`src/rtl/serial_adder_ctrl.sv`:
```
// Bit-serial N-bit adder: one full-adder cell (two half adders + OR) reused for every bit.
// Latency WIDTH+1 cycles from accepted start to done; start is ignored while busy.
module serial_adder_ctrl #(
    parameter int WIDTH = 8
) (
    input  logic             clk,
    input  logic             rst_n,
    input  logic             start,
    input  logic [WIDTH-1:0] a,
    input  logic [WIDTH-1:0] b,
    output logic             busy,
    output logic             done,
    output logic [WIDTH-1:0] s,
    output logic             cout
);
    localparam int CW = (WIDTH > 1) ? $clog2(WIDTH) : 1;

    typedef enum logic [1:0] {
        IDLE = 2'd0,
        RUN  = 2'd1,
        DONE = 2'd2
    } state_t;

    state_t          state_q, state_d;
    logic [WIDTH-1:0] a_sr_q, a_sr_d;
    logic [WIDTH-1:0] b_sr_q, b_sr_d;
    logic [WIDTH-1:0] sum_sr_q, sum_sr_d;
    logic [WIDTH-1:0] s_q, s_d;
    logic             cout_q, cout_d;
    logic             carry_q, carry_d;
    logic [CW-1:0]    cnt_q, cnt_d;

    logic             p, g0, g1, sum_bit, carry_next;
    logic [WIDTH:0]   sum_ext;

    half_adder u_ha0 (
        .a_i (a_sr_q[0]),
        .b_i (b_sr_q[0]),
        .s_o (p),
        .c_o (g0)
    );

    half_adder u_ha1 (
        .a_i (p),
        .b_i (carry_q),
        .s_o (sum_bit),
        .c_o (g1)
    );

    assign carry_next = g0 | g1;
    // New sum bit enters at the MSB so after WIDTH shifts bit 0 lines up with the LSB.
    assign sum_ext    = {sum_bit, sum_sr_q};

    always_ff @(posedge clk or negedge rst_n) begin
        if (!rst_n) begin
            state_q  <= IDLE;
            a_sr_q   <= '0;
            b_sr_q   <= '0;
            sum_sr_q <= '0;
            s_q      <= '0;
            cout_q   <= 1'b0;
            carry_q  <= 1'b0;
            cnt_q    <= '0;
        end else begin
            state_q  <= state_d;
            a_sr_q   <= a_sr_d;
            b_sr_q   <= b_sr_d;
            sum_sr_q <= sum_sr_d;
            s_q      <= s_d;
            cout_q   <= cout_d;
            carry_q  <= carry_d;
            cnt_q    <= cnt_d;
        end
    end

    always_comb begin
        state_d  = state_q;
        a_sr_d   = a_sr_q;
        b_sr_d   = b_sr_q;
        sum_sr_d = sum_sr_q;
        s_d      = s_q;
        cout_d   = cout_q;
        carry_d  = carry_q;
        cnt_d    = cnt_q;
        busy     = 1'b0;
        done     = 1'b0;
        case (state_q)
            IDLE: begin
                if (start) begin
                    a_sr_d  = a;
                    b_sr_d  = b;
                    carry_d = 1'b0;
                    cnt_d   = '0;
                    state_d = RUN;
                end
            end
            RUN: begin
                busy     = 1'b1;
                a_sr_d   = a_sr_q >> 1;
                b_sr_d   = b_sr_q >> 1;
                sum_sr_d = sum_ext[WIDTH:1];
                carry_d  = carry_next;
                cnt_d    = cnt_q + CW'(1);
                if (cnt_q == CW'(WIDTH - 1)) begin
                    s_d     = sum_ext[WIDTH:1];
                    cout_d  = carry_next;
                    state_d = DONE;
                end
            end
            DONE: begin
                busy    = 1'b1;
                done    = 1'b1;
                state_d = IDLE;
            end
            default: state_d = IDLE;
        endcase
    end

    assign s    = s_q;
    assign cout = cout_q;

endmodule

module half_adder (
    input  logic a_i,
    input  logic b_i,
    output logic s_o,
    output logic c_o
);
    assign s_o = a_i ^ b_i;
    assign c_o = a_i & b_i;
endmodule

```
`config.mk`:
```
export PLATFORM = sky130hd
export DESIGN_NAME = serial_adder_ctrl
export DESIGN_NICKNAME = d
export VERILOG_FILES = /design/src/rtl/serial_adder_ctrl.sv
export SDC_FILE = /design/constraint.sdc
export NUM_CORES = 1
export LEC_CHECK = 0
export CAP_MARGIN = 20
export CORE_UTILIZATION = 40
export DETAILED_ROUTE_END_ITERATION = 16
export PLACE_DENSITY = 0.71
export SLEW_MARGIN = 40
export SYNTH_ARGS = -nofsm -noshare
export SYNTH_HDL_FRONTEND = slang
export SYNTH_SLANG_ARGS = --single-unit
export TNS_END_PERCENT = 10
```
`constraint.sdc`:
```
create_clock -name clk -period 2 [get_ports clk]
set_input_delay 0.3 -clock clk [delete_from_list [all_inputs] [get_ports clk]]
set_output_delay 0.3 -clock clk [all_outputs]
set_load 0.01 [all_outputs]
```
# Yosys cells after proc, flatten, opt, wreduce, memory -nomap -nowiden
# Cells that the tools add are included.
[op_classes]
n_addsub = 1
eq_ne = 5
mux = 13
n_bitwise = 5
n_reduce_logical = 6
[op_table]
columns = ["operator", "n"]
rows = [
  ["$pmux W8 S2", 2],
  ["$mux W8", 2],
  ["$pmux W3 S2", 1],
  ["$reduce_and A2 Y1", 3],
  ["$mux W2", 2],
  ["$ne A2 B2 Y1 const B", 2],
  ["$pmux W2 S2", 1],
  ["$add A3 B1 Y3 const B", 1],
  ["$eq A3 B3 Y1 const B", 1],
  ["$mux W1", 3],
  ["$mux W3", 1],
  ["$and A1 B1 Y1", 2],
  ["$eq A2 B1 Y1 const B", 1],
  ["$eq A2 B2 Y1 const B", 1],
  ["$logic_not A2 Y1", 1],
  ["$pmux W1 S2", 1],
  ["$reduce_bool A2 Y1", 1],
  ["$reduce_or A2 Y1", 1],
  ["$xor A1 B1 Y1", 2],
  ["$or A1 B1 Y1", 1],
]
[word_totals]
register_bits = 39
in_bits = 19
out_inout_bits = 11
word_cells = 38

# Depth between registers and ports, before layout
# Gate-level depths: netlist of the first run.
[depth]
word_depth = 4
ltp_mapped = 7
depth_no_buf = 5

# By module
# A second synthesis of the first run with hierarchy kept.
[hier_totals]
cells_unflattened = 154
area_unflattened_um2 = 1840.5
[by_module_without_submodules]
columns = ["module", "n_inst", "cells_per_inst", "area_per_inst_um2"]
rows = [
  ["serial_adder_ctrl", 1, 152, 1815.5],
  ["half_adder", 2, 1, 12.5],
]

# Worst setup path before layout of the first run
# OpenSTA, ideal clock, no wires.
[synth_path]
kind = "reg-to-reg"
start = "register cnt_q[0]"
end = "register cout_q, in the netlist cout"
t_arrival_ns = 1.337
t_required_ns = 1.875
path_slack_ns = 0.538
path_stages_with_launch = 5
n_path_buf = 0
synth_period_minus_slack_ns = 1.462
cell_sequence = "dfrtp_1 ha_1 ha_1 nand2_1 mux2_2"
[synth_between]
elab_chain_cells = 2
[synth_rtl]
columns = ["element", "line_no", "rtl"]
rows = [
  ["start, declared", "31", "logic [CW-1:0] cnt_q, cnt_d;"],
  ["start signal, assigned", "72", "cnt_q <= cnt_d;"],
  ["$eq A3 B3 Y1", "104", "if (cnt_q == CW'(WIDTH - 1)) begin"],
  ["$reduce_and A2 Y1 (no line)", "--", ""],
  ["end signal, assigned", "70", "cout_q <= cout_d;"],
  ["end, declared", "29", "logic cout_q, cout_d;"],
]
# No other way between the ends.
# A chain may end at the register's enable or synchronous reset.

# Worst setup path in the final report of the first run
[layout_path]
start = "register state_q[0]"
end = "output busy"
[layout_between]
elab_chain_cells = 3
elab_cells_between_ends = 4
cone_classes = "eq/ne: 2; mux: 1; reduce/logical: 1"
[layout_rtl]
columns = ["element", "line_no", "rtl"]
rows = [
  ["start, declared", "24", "state_t state_q, state_d;"],
  ["start signal, assigned", "65", "state_q <= state_d;"],
  ["$eq A2 B1 Y1 / $eq A2 B2 Y1 (equally long branches)", "87", "case (state_q)"],
  ["$reduce_or A2 Y1 (no line) (*)", "--", ""],
  ["$mux W1 (*)", "87", ""],
  ["end, declared", "11", "output logic busy,"],
]
# Every way passes the cells marked *; elsewhere a longest branch is shown, timed or not.

==> impl_metrics.py, run 1 <==
metrics = {
    "setup_path": {
        "critPathLaunchType": "flip-flop",
        "path_cells": "inv_1 > ha_1 > clkdlybuf4s50_1",
        "cp.arrival_ns": 1.56,
        "crit_path_max_incr_delay_ns": 0.53,
        "reg2reg_depth": 6,
        "crit_required_ns": 1.70,
        "crit_slowest_cell": "clkdlybuf4s50_1",
        "reg2reg_from": "state_q[0]",
        "cp_max_fo": 3,
        "end_kind": "output port",
        "r2r_slack_ns": 0.22,
        "path_class": "flip-flop to output port",
        "reg2reg_to": "b_sr_q[2]",
    },
    "clocking": {
        "cts_tree": "built",
        "cts.htree.levels": 2,
        "ctsHoldBuffers": 0,
        "insertion_delay_ns": 0.28,
        "clkTransAtPathRegs_ns": 0.07,
        "cts_buffer_depth": 2,
        "cts_resized": 0,
        "clkSinkCount": 38,
        "cts_setup_buffers": 0,
        "clk_root_buffer_cell": "clkbuf_8",
        "numCtsBuffers": 5,
    },
    "synthesis": {
        "synth-main-ff-cell": "dfrtp_1",
        "synth_top_cell_area_share_pct": 53.71,
        "synth_edf_count": 0,
        "synth_seq_cells": 38,
        "ys_top_cells_by_area": "dfrtp_1, mux2_2, ha_1",
        "synthesis.nets": 177,
        "ys_warn_count": 0,
        "synthesis.area_um2": 1770,
        "ys_async_sr_fraction_pct": 100.0,
        "synth_area_leader_cell": "dfrtp_1",
        "yosysSeqAreaShare_pct": 53.71,
        "syn_avg_cell_area_um2": 11.65,
        "synth_cells": 152,
        "ys_types": 29,
    },
    "place": {
        "dpl.hpwl_um": 2608,
        "pre_cts_ws_ns": 0.2779,
        "place_area_um2": 2128,
        "gp_congestion": 0.8612,
        "portBuffers": 29,
    },
    "floorplan": {
        "fp-row-count": 23,
        "die_y_um": 68.53,
        "pin_count": 30,
        "dieWidth_um": 68.53,
        "core_um2": 4115,
        "start_util_pct": 43.02,
        "die-area_um2": 4696,
    },
    "grt": {
        "grt_pass1_vias": 1339,
        "grt_max_degree": 39,
        "track_usage_pct": 17.62,
        "grt_overflow": 0,
        "grt_pass1_wl_um": 6058,
        "antenna_found_initial": 0,
    },
    "timing": {
        "fin_crit_ns": 1.855,
        "tightest_slew_ns": 0.4628,
        "slew_viol_final": 0,
        "fin_ws_ns": 0.1448,
        "final_hold_viol_count": 0,
        "finalSetupViolations": 0,
        "clock_skew_ns": 0.003321,
        "tns_ns": 0,
        "rsz0062_at_grt": "no",
        "max_freq_ghz": 0.5390,
        "fin_crit_sh_pct": 92.76,
        "maxSlewHeadroom_pct": 69.15,
    },
    "run": {
        "maxCapViolCount": 0,
    },
    "final_layout": {
        "utilization_pct": 54.03,
        "drive_gt1_share_pct": 21.81,
        "nNetsFinal": 212,
        "area_growth_pct": 25.58,
        "final_common_cell": "dfrtp_1",
        "mostFrequentLayoutCells": "dfrtp_1, clkdlybuf4s50_1, mux2_2",
        "antennaDiodeCount": 0,
        "fin_area_um2": 2223,
    },
    "detailed_routing": {
        "via_per_inst": 5.458,
        "ant_nets": 0,
        "drt_first_pass_iters": 4,
        "drt_iter0_markers": 73,
        "avgRoutedWirePerCell_um": 14.96,
        "drc": 0,
        "routed-via-count": 1299,
        "wirelength_um": 3560,
    },
    "outcome": {
        "run_status": "finished clean",
    },
    "power_and_ir_drop": {
        "p_leak_nw": 0.9743,
        "power_frac_comb_pct": 43.6,
        "sequentialPowerShare_pct": 40.3,
        "switchingPower_mw": 1.178,
        "powerDensity_nw_per_um2": 1500,
        "ir_worst_vdd_mv": 0.6141,
        "cell_internal_pwr_mw": 2.157,
        "swShare_pct": 35.32,
        "p_clk_share_pct": 16.1,
    },
    "worst_hold_path": {
        "hold_path_class": "primary input to asynchronous set/reset pin",
    },
}
## stage by stage
stage	total power, mW	instances	hold slack, ns
after floorplan	2.337	152	0.004409
after global placement	2.751	230	0.4859
after detailed placement	2.821	230	0.4960
after CTS	3.364	238	0.4579
after global routing	3.601	238	0.4905
final	3.335	238	0.4453
## critical path, delay by kind of cell (launching register included)
family,cells,cell delay [ns]
DFF,1,0.39
buffers and inverters,2,0.60
adders and majority gates,1,0.28
## flip-flops by register name, summed over array words and instances (netlist names)
name,cells
a_sr_q,8
s,8
b_sr_q,8
state_q,2
carry_q,1
sum_sr_q,7
cnt_q,3
cout,1
## worst max path at each step
stage	startpoint	endpoint	slack, ns
4_1_cts	state_q[1]	busy	0.13
5_1_grt	state_q[1]	busy	0.09
3_3_place_gp	state_q[0]	a_sr_q[4]	0.32
3_5_place_dp	state_q[1]	a_sr_q[4]	0.28
6_report	state_q[0]	busy	0.14
2_1_floorplan	cnt_q[0]	cout	0.54
## logic make-up (layout without fill, tap and decap cells)
group                    after synthesis  after routing  synth area share [%]
AO/OA/AOI/OAI                         38             38                 15.34
AND/OR/NAND/NOR                       38             38                 11.31
adder cells (fa/ha/maj)                6              6                 4.664
flip-flops                            38             38                 53.71
buffers and inverters                 16             52                 4.806
multiplexers                          16             16                 10.18
## metal layers
metal,share of wire [%],up-vias,global-route usage [%]
met4,0,0,3.906
li1,-,626,-
met1,46,640,22.14
met2,50,33,30.51
met3,3.9,0,4.276
met5,0,-,0
## final cells by class
type / count / area [um^2]
Fill cell: 367 / 1892
Sequential cell: 38 / 950.9
Multi-Input combinational cell: 98 / 734.5
Timing Repair Buffer: 38 / 357.8
Clock buffer: 6 / 82.58
Tap cell: 50 / 62.56
Inverter: 6 / 22.52
Clock inverter: 2 / 12.51
## power groups by stage
stage	Clock (mW)	Sequential (mW)	Combinational (mW)
after floorplan	0	1.33	1.01
after CTS	0.556	1.34	1.46
after detailed placement	0	1.36	1.46
after global placement	0	1.34	1.41
final	0.537	1.34	1.45
after global routing	0.593	1.39	1.62
## cell usage after synthesis (5+ instances only)
library cell / count
a21oi_1: 6
nor3_1: 7
a211oi_1: 5
nand3_1: 7
mux2_2: 16
dfrtp_1: 38
o21ai_0: 7
ha_1: 5
nor2_1: 8
o22ai_1: 6
inv_1: 5
buf_4: 5
buf_2: 5
Note: power is estimated with default switching activity, not from simulation.
==> run 2: changes to the inputs <==
--- a/config.mk
+++ b/config.mk
@@ -8,6 +8,7 @@
 export CAP_MARGIN = 20
 export CORE_UTILIZATION = 40
 export DETAILED_ROUTE_END_ITERATION = 16
+export HOLD_SLACK_MARGIN = 0.1
 export PLACE_DENSITY = 0.71
 export SLEW_MARGIN = 40
 export SYNTH_ARGS = -nofsm -noshare
==> results of run 2 <==
The final DEF is identical to that of run 1; final timing and power are the same.
